File: config.mk
export PLATFORM = sky130hd
export DESIGN_NAME = sts_gen
export DESIGN_NICKNAME = d
export VERILOG_FILES = /design/src/rtl/sts_gen.sv
export SDC_FILE = /design/constraint.sdc
export NUM_CORES = 1
export LEC_CHECK = 0
export BUFFER_PORTS_ARGS = -buffer_cell sky130_fd_sc_hd__clkbuf_2
export CORE_UTILIZATION = 50
export CTS_BUF_LIST = sky130_fd_sc_hd__clkbuf_8
export DETAILED_ROUTE_END_ITERATION = 10
export PLACE_DENSITY = 0.72
export SLEW_MARGIN = 30
export SYNTH_ARGS = -nofsm -noshare
export SYNTH_HDL_FRONTEND = slang
export SYNTH_SLANG_ARGS = --single-unit
File: constraint.sdc
create_clock -name clock -period 3.2 [get_ports clock]
set_input_delay 0.16 -clock clock [delete_from_list [all_inputs] [get_ports clock]]
set_output_delay 0.16 -clock clock [all_outputs]
set_load 0.05 [all_outputs]
File: src/rtl/sts_gen.sv
// rtl/sts_gen.sv - 802.11a short training sequence generator
//
// Emits the 16-sample STS period, repeated a programmable number of times,
// one complex sample per downstream pull.
//
// Ports:
//   clock               system clock
//   reset               synchronous, active-high reset
//   i_enable            global enable; low freezes all state
//   i_set_stb           setting bus strobe
//   i_set_addr[7:0]     setting bus address
//   i_set_data[31:0]    setting bus data
//   i_start             one-cycle request to begin a burst
//   i_sample_req        one-cycle pull for the next sample
//   o_sample_out[31:0]  I in [31:16], Q in [15:0], signed 16-bit each
//   o_sample_out_strobe o_sample_out valid, one cycle
//   o_busy              burst in progress
//   o_done              one-cycle pulse with the final sample, or alone
//                       for an empty burst

module sts_gen #(
   parameter logic [7:0] SR_STS_REPEAT = 8'd40,
   parameter logic [7:0] SR_STS_SHIFT  = 8'd41
) (
   input  logic        clock,
   input  logic        reset,
   input  logic        i_enable,
   input  logic        i_set_stb,
   input  logic [7:0]  i_set_addr,
   input  logic [31:0] i_set_data,
   input  logic        i_start,
   input  logic        i_sample_req,
   output logic [31:0] o_sample_out,
   output logic        o_sample_out_strobe,
   output logic        o_busy,
   output logic        o_done
);

   typedef enum logic [1:0] {
      S_IDLE,
      S_RUN,
      S_DONE
   } state_t;

   state_t             r_state;
   logic [7:0]         r_sts_repeat;
   logic [2:0]         r_sts_shift;
   logic [7:0]         r_repeat_l;
   logic [2:0]         r_shift_l;
   logic [3:0]         r_idx;
   logic [7:0]         r_rep;
   logic               r_empty;

   logic signed [15:0] w_rom_i;
   logic signed [15:0] w_rom_q;
   logic signed [15:0] w_i;
   logic signed [15:0] w_q;
   logic               w_first;
   logic [3:0]         w_shift;
   logic               w_unused;

   // Only the low byte / low three bits of the setting data are meaningful.
   assign w_unused = &{1'b0, i_set_data[31:8], i_set_data[7:3]};

   // Setting registers live outside the enable domain so software can
   // program them at any time; a burst only sees them through the copies
   // latched at start.
   always_ff @(posedge clock) begin
      if (reset) begin
         r_sts_repeat <= 8'd10;
         r_sts_shift  <= 3'd0;
      end else if (i_set_stb) begin
         if (i_set_addr == SR_STS_REPEAT)
            r_sts_repeat <= i_set_data[7:0];
         if (i_set_addr == SR_STS_SHIFT)
            r_sts_shift <= i_set_data[2:0];
      end
   end

   // STS values scaled by 16384.
   always_comb begin
      w_rom_i = 16'sd0;
      w_rom_q = 16'sd0;
      case (r_idx)
         4'd0:  begin w_rom_i =  16'sd754;  w_rom_q =  16'sd754;  end
         4'd1:  begin w_rom_i = -16'sd2163; w_rom_q =  16'sd33;   end
         4'd2:  begin w_rom_i = -16'sd213;  w_rom_q = -16'sd1294; end
         4'd3:  begin w_rom_i =  16'sd2343; w_rom_q = -16'sd213;  end
         4'd4:  begin w_rom_i =  16'sd1507; w_rom_q =  16'sd0;    end
         4'd5:  begin w_rom_i =  16'sd2343; w_rom_q = -16'sd213;  end
         4'd6:  begin w_rom_i = -16'sd213;  w_rom_q = -16'sd1294; end
         4'd7:  begin w_rom_i = -16'sd2163; w_rom_q =  16'sd33;   end
         4'd8:  begin w_rom_i =  16'sd754;  w_rom_q =  16'sd754;  end
         4'd9:  begin w_rom_i =  16'sd33;   w_rom_q = -16'sd2163; end
         4'd10: begin w_rom_i = -16'sd1294; w_rom_q = -16'sd213;  end
         4'd11: begin w_rom_i = -16'sd213;  w_rom_q =  16'sd2343; end
         4'd12: begin w_rom_i =  16'sd0;    w_rom_q =  16'sd1507; end
         4'd13: begin w_rom_i = -16'sd213;  w_rom_q =  16'sd2343; end
         4'd14: begin w_rom_i = -16'sd1294; w_rom_q = -16'sd213;  end
         4'd15: begin w_rom_i =  16'sd33;   w_rom_q = -16'sd2163; end
         default: begin w_rom_i = 16'sd0;   w_rom_q = 16'sd0;     end
      endcase
   end

   // The very first sample of a burst is halved as the window edge, so it
   // gets one extra bit of arithmetic shift on top of the attenuation.
   assign w_first = (r_rep == 8'd0) && (r_idx == 4'd0);
   assign w_shift = {1'b0, r_shift_l} + {3'b000, w_first};
   assign w_i     = w_rom_i >>> w_shift;
   assign w_q     = w_rom_q >>> w_shift;

   always_ff @(posedge clock) begin
      if (reset) begin
         r_state             <= S_IDLE;
         r_repeat_l          <= 8'd0;
         r_shift_l           <= 3'd0;
         r_idx               <= 4'd0;
         r_rep               <= 8'd0;
         r_empty             <= 1'b0;
         o_sample_out        <= 32'd0;
         o_sample_out_strobe <= 1'b0;
         o_busy              <= 1'b0;
         o_done              <= 1'b0;
      end else if (i_enable) begin
         o_sample_out_strobe <= 1'b0;
         o_done              <= 1'b0;
         case (r_state)
            S_IDLE: begin
               if (i_start) begin
                  r_repeat_l <= r_sts_repeat;
                  r_shift_l  <= r_sts_shift;
                  r_idx      <= 4'd0;
                  r_rep      <= 8'd0;
                  o_busy     <= 1'b1;
                  // An empty burst passes through DONE with busy set for
                  // one cycle and raises done on the way out.
                  if (r_sts_repeat == 8'd0) begin
                     r_state <= S_DONE;
                     r_empty <= 1'b1;
                  end else begin
                     r_state <= S_RUN;
                     r_empty <= 1'b0;
                  end
               end
            end
            S_RUN: begin
               if (i_sample_req) begin
                  o_sample_out        <= {w_i, w_q};
                  o_sample_out_strobe <= 1'b1;
                  r_idx               <= r_idx + 4'd1;
                  if (r_idx == 4'd15) begin
                     r_rep <= r_rep + 8'd1;
                     // done rides with the final strobe; DONE then only
                     // spends a cycle before returning to IDLE.
                     if (r_rep == r_repeat_l - 8'd1) begin
                        r_state <= S_DONE;
                        o_done  <= 1'b1;
                        o_busy  <= 1'b0;
                     end
                  end
               end
            end
            S_DONE: begin
               o_done  <= r_empty;
               o_busy  <= 1'b0;
               r_empty <= 1'b0;
               r_state <= S_IDLE;
            end
            default: begin
               r_state <= S_IDLE;
               o_busy  <= 1'b0;
            end
         endcase
      end else begin
         o_sample_out_strobe <= 1'b0;
         o_done              <= 1'b0;
      end
   end

endmodule

==> results of run 1 <==
==> synthesized netlist by cell type (3+ instances only) <==
cell       n
buf_1      5
nor3_1     6
a211oi_1   3
nor2_1    51
nand4_1    6
nor2_2     4
mux2_2     5
nand2_1   90
nand3_1   28
o21bai_1   6
a21oi_1   53
and3_1     6
xor2_1    11
dfxtp_1   95
mux2i_1   47
nor4_1     5
a21o_1     6
inv_1     16
nand2b_1   5
buf_2     11
o21ai_0   17
a311oi_1   4
or3_1      4
o211ai_1   9
a31oi_1   16
xnor2_1    8
o22ai_1    4
o21ai_1    9
clkbuf_1  24
ha_1      16
nor2b_1    6
==> power groups by stage <==
stage	Combinational (mW)	Clock [mW]	Sequential (mW)
global placement	0.175	0	1.23
finish	0.181	0.731	1.21
global route	0.197	0.808	1.21
floorplan	0.105	0	1.26
CTS	0.181	0.747	1.21
detailed placement	0.179	0	1.24
==> cell type report <==
class | count | area, um^2
fillers | 930 | 4150
multi-input cells | 453 | 2840
well taps | 133 | 166
flip-flops and latches | 95 | 1900
clock buffers | 11 | 151
inverters | 18 | 67.6
repair buffers | 74 | 418
clock inverters | 5 | 33.8
==> path summary, 6_finish.rpt <==
| kind | to | slack [ns] | cells past startpoint | from |
|---|---|---|---|---|
| setup / recovery | o_sample_out[20]$_SDFFE_PP0P_ | 0.37 | 12 | r_rep[0]$_SDFFE_PP0P_ |
| setup reg to reg | o_sample_out[20]$_SDFFE_PP0P_ | 0.37 | 12 | r_rep[0]$_SDFFE_PP0P_ |
| hold / removal | r_sts_repeat[5]$_SDFFE_PP0P_ | 0.02 | 3 | i_set_data[5] |
| hold reg to reg | o_sample_out[6]$_SDFFE_PP0P_ | 0.45 | 2 | o_sample_out[6]$_SDFFE_PP0P_ |
==> layout by cell type (no fill, tap or decap), types with 17 or more instances in the layout <==
| cell type | instances |
|---|---|
| dfxtp_1 | 95 |
| nand2_1 | 90 |
| nor2_1 | 51 |
| nand3_1 | 28 |
| inv_1 | 17 |
| clkbuf_2 | 56 |
| o21ai_0 | 17 |
| mux2i_1 | 47 |
| buf_4 | 17 |
| a21oi_1 | 53 |
==> through the flow <==
stage / area (um^2) / setup WS (ns) / std cells / power [mW] / utilization
finish: 5580 / 0.369 / 789 / 2.12 / 0.574
global route: 5580 / 0.201 / 789 / 2.22 / 0.574
CTS: 5580 / 0.381 / 789 / 2.14 / 0.574
detailed placement: 5390 / 0.413 / 772 / 1.42 / 0.554
global placement: 5380 / 0.248 / 772 / 1.41 / 0.553
floorplan: 5010 / 0.614 / 610 / 1.36 / -
==> per-layer routing <==
metal  up-vias  GRT usage  share of wire
li1       2217          -              -
met1      2017      0.300           0.47
met2       131      0.355           0.45
met3        26     0.0431          0.050
met4         0      0.120          0.031
met5         -          0              0
==> cells by family (layout without fill, tap and decap cells) <==
logic type      Yosys count  in the layout
mux                      54             54
xor+xnor                 19             19
simple gates            223            223
compound gates          141            141
fa+ha+maj                16             16
buf+inv                  62            108
flops                    95             95
==> state kept, by name (all words and copies together), names as in the netlist <==
name,cells
o_busy,1
o_done,1
o_sample_out,30
o_sample_out_strobe,1
r_empty,1
r_idx,4
r_rep,8
r_repeat_l,8
r_shift_l,3
r_state,2
r_sts_repeat,8
r_sts_shift,3
w_rom_i,12
w_rom_q,13
==> critical path, stage by stage (launching register included) <==
cell and delay (ns):
dfxtp_1 0.40, inv_1 0.10, ha_1 0.19, and4_1 0.19
ha_1 0.21, ha_1 0.32, buf_4 0.21, mux2i_1 0.15
mux2i_1 0.36, nand2_1 0.11, a311oi_1 0.37, a21oi_1 0.07
nor2_1 0.10
==> results.toml, run 1 <==
[sta]
maxSlewHeadroom = 0.513
min_period_over_period = 0.885
slew_viol_final = 0
rsz0062_at_grt = "false"
fin_hold_ws_ns = 0.0199
fin_skew_ns = 0.0116
tightest_slew_ns = 0.731
timing.fmax_mhz = 353
finalSetupViolCount = 0
final_hold_viol_count = 0
fin_setup_tns_ns = 0
period_needed_ns = 2.83

[yosys]
yosys-top-cells-area = "dfxtp_1 (38%), mux2i_1 (9.4%), nand2_1 (6.7%), a21oi_1 (5.3%), ha_1 (4.0%)"
synthMuxAreaShare = 0.111
postSynthAreaPerCell_um2 = 8.21
synth_top_family_by_area = "simple AND/OR/NAND/NOR gates"
synth_seq_area_share = 0.380
synth-edff-count = 0
synth-seq-cells = 95
synth_compound_area_frac = 0.174
synth_flop_cell = "dfxtp_1"
synthCells = 610
synth.distinct_cells = 57
post-synth-top-area-fraction = 0.380
synthXorXnorAreaFrac = 0.0332
synth_area_um2 = 5010
synth_top_area_cell = "dfxtp_1"
synthAdderAreaFrac = 0.0400
synthArstFlopShare = 0
syn_nets = 672
yosys_warnings = 0
synth-simple-area-share = 0.208

[critical_path]
cp_data_required_time_ns = 3.51
path_class = "flop to flop"
startpoint_type = "flop"
critical_path_arrival_ns = 3.14
end_kind = "flop"
worstPathMaxFanout = 12

[global_routing]
gr-total-overflow = 0
track_usage = 0.228
antenna_found_initial = 0
grt_first_pass_wirelength_um = 18400
grt_start_max_net_pins = 51
grt_pass1_vias = 3916

[power]
p_leak_nw = 2.34
power_frac_clock = 0.345
power_frac_comb = 0.085
netSwitchingFraction = 0.254
power_switching_mw = 0.538
ir_drop_v = 0.000169
p_seq_frac = 0.570
cell_internal_pwr_mw = 1.58
powerDensity_nw_per_um2 = 380

[route]
drc = 0
routed_wl_um = 11200
num_vias = 4391
drt-pass1-iter-count = 7
drt_first_iter_violations = 221
ant_nets = 0
wl_per_cell_um = 14.1
via_per_inst = 5.57

[floorplanning]
rows = 36
fp.coreArea_um2 = 9730
die_w_um = 102
start_util = 0.515
ios = 81
die_area_um2 = 10400
dieHeight_um = 102

[cts]
htreeDepth = 3
worstSkewPairLatency_ns = 0.37
ctsResizeCount = 0
numCtsBuffers = 9
cts_setup_buffers = 0
path_clk_slew_ns = 0.09
ctsHoldBuffers = 1
cts_tree = "yes"
cts.sinks = 95
clockBufferDepth = 2
root_buffer = "clkbuf_8"

[place]
gp_congestion = 0.906
dp_hpwl_um = 8190
port_buffers = 56

[layout]
syn2layout_area_growth_pct = 11.5
n_antenna_cell = 0
drive_gt1_frac = 0.166
nets = 713

[status]
outcome = "complete, no violations"

[worst_hold_path]
hp-class = "input pin to flop"

[flow_run]
cap_violations = 0
(Power assumes the default switching activity.)
==> inputs of run 2 (changes only) <==
--- a/config.mk
+++ b/config.mk
@@ -5,6 +5,7 @@
 export SDC_FILE = /design/constraint.sdc
 export NUM_CORES = 1
 export LEC_CHECK = 0
+export ABC_AREA = 1
 export BUFFER_PORTS_ARGS = -buffer_cell sky130_fd_sc_hd__clkbuf_2
 export CORE_UTILIZATION = 50
 export CTS_BUF_LIST = sky130_fd_sc_hd__clkbuf_8
==> run 2 against run 1 <==
Clock skew fell by 0.0037 ns. Via count is 1.9% higher. Area after synthesis is 3.2% lower. Clock power is 9.8% higher. Wire length decreased by 3.1%. Critical endpoint is now o_sample_out[1]$_SDFFE_PP0P_.
==> results.toml, run 2 <==
[route]
via_per_inst = 5.14
routed_wl_um = 10800
drt_first_iter_violations = 198
ant_nets = 0
drt-pass1-iter-count = 4
num_vias = 4475
drc = 0
wl_per_cell_um = 12.4

[yosys]
synth_area_um2 = 4850
synth_flop_cell = "dfxtp_1"
yosys-top-cells-area = "dfxtp_1 (39%), nand2_1 (14%), o21ai_0 (8.1%), a21oi_1 (6.3%), nand3_1 (5.3%)"
yosys_warnings = 0
synth-seq-cells = 95
syn_nets = 756
synthCells = 694
postSynthAreaPerCell_um2 = 6.99
synth.distinct_cells = 39
synth-edff-count = 0
synthTopCellsByCount = "nand2_1 (186), dfxtp_1 (95), o21ai_0 (78), a21oi_1 (61), inv_1 (58)"
synth_most_common_cell = "nand2_1"
synth_top_area_cell = "dfxtp_1"
post-synth-top-area-fraction = 0.392
synthArstFlopShare = 0
synth_seq_area_share = 0.392

[critical_path]
worstPathMaxFanout = 30
r2r_cells = 15
path_cells = "inv_1, ha_1, nand4_1, nor4_1, ha_1, ha_1, inv_1, buf_4, nand3_1, o21ai_0, a21oi_1, o21ai_0, nand3_1, o211ai_1, inv_1"
r2r_slack_ns = 0.32
path_class = "flop to flop"
worstSetupStartpoint = "r_rep[0]$_SDFFE_PP0P_"
slowest_stage = "ha_1"
r2r-start = "r_rep[0]$_SDFFE_PP0P_"
critical_path.max_stage_delay_ns = 0.38
startpoint_type = "flop"
end_kind = "flop"
cp_data_required_time_ns = 3.46
critical_path_arrival_ns = 3.14
r2r_end = "o_sample_out[1]$_SDFFE_PP0P_"

[cts]
ctsHoldBuffers = 0
clockBufferDepth = 2
numCtsBuffers = 9
cts.sinks = 95
root_buffer = "clkbuf_8"
htreeDepth = 3
path_clk_slew_ns = 0.10
cts_tree = "yes"
worstSkewPairLatency_ns = 0.36

[sta]
fin_setup_tns_ns = 0
min_period_over_period = 0.901
maxSlewHeadroom = 0.582
fin_skew_ns = 0.00781
period_needed_ns = 2.88
tightest_slew_ns = 0.621
finalSetupViolCount = 0
rsz0062_at_grt = "false"
timing.fmax_mhz = 347
final_hold_viol_count = 0
slew_viol_final = 0
fin_hold_ws_ns = 0.0587

[global_routing]
track_usage = 0.225
grt_pass1_vias = 3942
grt_first_pass_wirelength_um = 18200
gr-total-overflow = 0
antenna_found_initial = 0
grt_start_max_net_pins = 49

[floorplanning]
dieHeight_um = 100
die_area_um2 = 10100
die_w_um = 100
ios = 81
fp.coreArea_um2 = 9330
start_util = 0.520
rows = 35

[power]
p_leak_nw = 2.56
fin_total_pwr_mw = 2.75
ir_drop_v = 0.000281
powerDensity_nw_per_um2 = 510

[worst_hold_path]
holdPathStages = 3
whs_endpoint = "r_sts_repeat[3]$_SDFFE_PP1P_"
hp-class = "input pin to flop"
hp-start = "i_set_data[3]"

[place]
dp_hpwl_um = 8170
port_buffers = 56
gp_congestion = 0.906

[layout]
nets = 799
syn2layout_area_growth_pct = 11.5
final_common_cell = "nand2_1"
largest_reg_flops = 30
drive_gt1_frac = 0.136
n_antenna_cell = 0
final_cell_mix = "nand2_1 (186), dfxtp_1 (95), o21ai_0 (77), a21oi_1 (61), inv_1 (58)"
top_register = "o_sample_out"

[status]
outcome = "complete, no violations"

[flow_run]
cap_violations = 0
## run 2: layer usage
layer / up-vias / track usage / wire, um
li1: 2362 / - / -
met4: 0 / 0.0635 / 140
met5: - / 0 / 0
met1: 2001 / 0.315 / 5550
met3: 12 / 0.0374 / 408
met2: 100 / 0.356 / 4710
## run 2: timing repair
| item | CTS | global route |
|---|---|---|
| gates resized for setup | 0 | 1 |
| setup endpoints to repair | 0 | 1 |
| setup buffers | 0 | 0 |
## run 2: how the worst max path moves through the flow
stage | to | slack [ns]
2_1_floorplan | o_sample_out[0]$_SDFFE_PP0P_ | 0.92
3_3_place_gp | o_sample_out[1]$_SDFFE_PP0P_ | 0.44
3_5_place_dp | o_sample_out[1]$_SDFFE_PP0P_ | 0.36
4_1_cts | o_sample_out[1]$_SDFFE_PP0P_ | 0.35
5_1_grt | o_sample_out[1]$_SDFFE_PP0P_ | 0.05
6_report | o_sample_out[1]$_SDFFE_PP0P_ | 0.32
## run 2: logic make-up (layout without fill, tap and decap cells)
| kind of cell | after synthesis | count (layout) | share of synthesized area |
|---|---|---|---|
| AO/OA/AOI/OAI | 167 | 167 | 0.186 |
| flip-flops | 95 | 95 | 0.392 |
| AND/OR/NAND/NOR | 301 | 301 | 0.263 |
| buffers and inverters | 97 | 145 | 0.0821 |
| XOR/XNOR | 7 | 7 | 0.0126 |
| adder cells (fa/ha/maj) | 16 | 16 | 0.0413 |
| multiplexers | 11 | 11 | 0.0227 |
## run 2: stage by stage
| step | util | worst slack (ns) | area [um^2] | cells |
|---|---|---|---|---|
| global placement | 0.557 | 0.440 | 5200 | 855 |
| finish | 0.579 | 0.316 | 5400 | 871 |
| floorplan | - | 0.920 | 4850 | 694 |
| detailed placement | 0.557 | 0.364 | 5200 | 855 |
| CTS | 0.579 | 0.351 | 5400 | 871 |
| global route | 0.579 | 0.0493 | 5400 | 871 |
## run 2: final cells by class
type	count	area (um^2)
clock buffer	10	138
clock inverter	6	70.1
fill	895	3920
inverter	65	244
multi-input combinational	502	2550
sequential	95	1900
tap	129	161
timing repair buffer	64	340
## run 2: worst max-delay path: cells and delay by family (launching register included)
family | cells | cell delay, ns
adder cells (fa/ha/maj) | 3 | 0.78
AND/OR/NAND/NOR | 4 | 0.65
buffers and inverters | 4 | 0.56
flip-flops | 1 | 0.35
AO/OA/AOI/OAI | 4 | 0.44
## run 2: power by group
part | switching (mW) | leakage (nW) | internal [mW]
Combinational | 0.452 | 1.69 | 0.221
Sequential | 0.0376 | 0.772 | 1.24
Clock | 0.418 | 0.0947 | 0.385
==> inputs of run 3 (changes only) <==
--- a/config.mk
+++ b/config.mk
@@ -7,10 +7,10 @@
 export LEC_CHECK = 0
 export ABC_AREA = 1
 export BUFFER_PORTS_ARGS = -buffer_cell sky130_fd_sc_hd__clkbuf_2
-export CORE_UTILIZATION = 50
+export CORE_UTILIZATION = 45
 export CTS_BUF_LIST = sky130_fd_sc_hd__clkbuf_8
 export DETAILED_ROUTE_END_ITERATION = 10
-export PLACE_DENSITY = 0.72
+export PLACE_DENSITY = 0.66
 export SLEW_MARGIN = 30
 export SYNTH_ARGS = -nofsm -noshare
 export SYNTH_HDL_FRONTEND = slang
==> run 3 against run 2 <==
Clock skew rose by 0.0033 ns. Cell area rose by 0.81%. Clock power rose by 9.3%. Count of clock-buffer cells in the layout did not move. Critical path depth fell by 2. Worst setup slack improved by 0.16 ns. Utilization fell by 5.4 points. Critical path type unchanged. Largest cell class unchanged. Highest routed layer unchanged.
==> results.toml, run 3 (synthesis gave the netlist of run 2 again) <==
[critical_path]
worstPathMaxFanout = 7
startpoint_type = "flop"
critical_path_arrival_ns = 2.95
r2r-start = "r_state[1]$_SDFFE_PP0P_"
r2r_slack_ns = 0.48
cp_data_required_time_ns = 3.43
critical_path.max_stage_delay_ns = 0.40
path_class = "flop to flop"
path_buf_inv = 3
crit_family = "simple AND/OR/NAND/NOR gates"
end_kind = "flop"
slowest_stage = "nor2_1"
path_cells = "inv_1, ha_1, inv_2, nor2_2, nor2_2, o21ai_2, o21ai_1, nor2_1, inv_1, ha_1, or2_1, nand3_1, o21ai_0"
r2r_end = "w_rom_q[6]$_DFF_P_"
r2r_cells = 13

[place]
gp_congestion = 0.864
dp_hpwl_um = 8630
port_buffers = 56

[layout]
multi_input_area_um2 = 2550
seq_area_um2 = 1900
final_util = 0.525
n_antenna_cell = 0
largest_reg_flops = 30
drive_gt1_frac = 0.136
final_cell_mix = "nand2_1 (186), dfxtp_1 (95), o21ai_0 (78), a21oi_1 (61), inv_1 (59)"
top_register = "o_sample_out"
fillers = 1038
final_common_cell = "nand2_1"
nets = 800
syn2layout_area_growth_pct = 12.4

[worst_hold_path]
hp-start = "i_enable"
holdPathStages = 3
hp-class = "input pin to flop"
whs_endpoint = "o_done$_SDFF_PP0_"

[route]
drc = 0
routed_wl_um = 11600
highest_layer = "met4"
met1_length_um = 5950
via_per_inst = 5.15
drt-pass1-iter-count = 5
ant_nets = 0
wl_met3_um = 507
num_vias = 4529
drt_first_iter_violations = 346
wl_met2_um = 4970
wl_per_cell_um = 13.2

[cts]
htreeDepth = 3
path_clk_slew_ns = 0.09
ctsResizeCount = 0
clockBufferDepth = 2
cts_setup_buffers = 0
root_buffer = "clkbuf_8"
cts_tree = "yes"
numCtsBuffers = 9
ctsHoldBuffers = 0
cts.sinks = 95
worstSkewPairLatency_ns = 0.37

[global_routing]
track_usage = 0.213
grt_pass1_vias = 3989
grt_first_pass_wirelength_um = 19100
antenna_found_initial = 0
gr-total-overflow = 0
grt_start_max_net_pins = 49

[power]
p_seq_frac = 0.448
fin_total_pwr_mw = 2.86
netSwitchingFraction = 0.326
power_frac_clock = 0.307
power_switching_mw = 0.931
ir_drop_v = 0.000262
powerDensity_nw_per_um2 = 525
p_leak_nw = 2.59
cell_internal_pwr_mw = 1.93
power_frac_comb = 0.245

[floorplanning]
die_w_um = 106
ios = 81
dieHeight_um = 106
fp.coreArea_um2 = 10400
die_area_um2 = 11200
start_util = 0.468
rows = 37

[sta]
rsz0062_at_grt = "false"
tightest_slew_ns = 0.689
fin_skew_ns = 0.0111
final_hold_viol_count = 0
fin_setup_tns_ns = 0
timing.fmax_mhz = 367
min_period_over_period = 0.851
period_needed_ns = 2.72
slew_viol_final = 0
maxSlewHeadroom = 0.536
finalSetupViolCount = 0
fin_hold_ws_ns = 0.0638

[flow_run]
cap_violations = 0

[status]
outcome = "complete, no violations"
## run 3: worst min-delay path, delay by kind of cell
| kind | cells | cell delay, ns |
|---|---|---|
| buffers and inverters | 1 | 0.11 |
| AOI/OAI and AO/OA | 1 | 0.04 |
| and+or+nand+nor | 1 | 0.08 |
## run 3: through the flow
| step | cells | setup WS (ns) | instance area [um^2] |
|---|---|---|---|
| after floorplan | 694 | 0.920 | 4850 |
| after global placement | 863 | 0.558 | 5230 |
| after detailed placement | 863 | 0.519 | 5230 |
| after CTS | 879 | 0.474 | 5450 |
| after global routing | 879 | 0.217 | 5450 |
| final | 879 | 0.476 | 5450 |
## run 3: cell type report
class,instances,share of cell area
flip-flops and latches,95,0.349
clock inverters,6,0.0156
repair buffers,65,0.0661
inverters,65,0.0448
multi-input cells,502,0.468
clock buffers,10,0.0253
well taps,136,0.0312
## run 3: layer usage
metal,vias to the layer above,track usage
met5,-,0
met4,0,0.0625
met2,115,0.319
li1,2365,-
met1,2040,0.311
met3,9,0.0383
## run 3: power by group through the flow
stage / Clock (mW) / Sequential (mW) / Combinational [mW]
global route: 0.955 / 1.29 / 0.782
detailed placement: 0 / 1.31 / 0.688
floorplan: 0 / 1.35 / 0.475
CTS: 0.892 / 1.28 / 0.692
finish: 0.878 / 1.28 / 0.699
global placement: 0 / 1.31 / 0.678
## run 3: worst max path at each step
stage,cells past startpoint,slack [ns],from,to
final,13,0.48,r_state[1]$_SDFFE_PP0P_,w_rom_q[6]$_DFF_P_
after global routing,12,0.22,r_rep[0]$_SDFFE_PP0P_,o_sample_out[3]$_SDFFE_PP0P_
after global placement,13,0.56,r_state[1]$_SDFFE_PP0P_,w_rom_q[7]$_DFF_P_
after detailed placement,13,0.52,r_state[1]$_SDFFE_PP0P_,w_rom_q[6]$_DFF_P_
after CTS,13,0.47,r_state[1]$_SDFFE_PP0P_,w_rom_q[7]$_DFF_P_
after floorplan,15,0.92,r_rep[0]$_SDFFE_PP0P_,o_sample_out[0]$_SDFFE_PP0P_
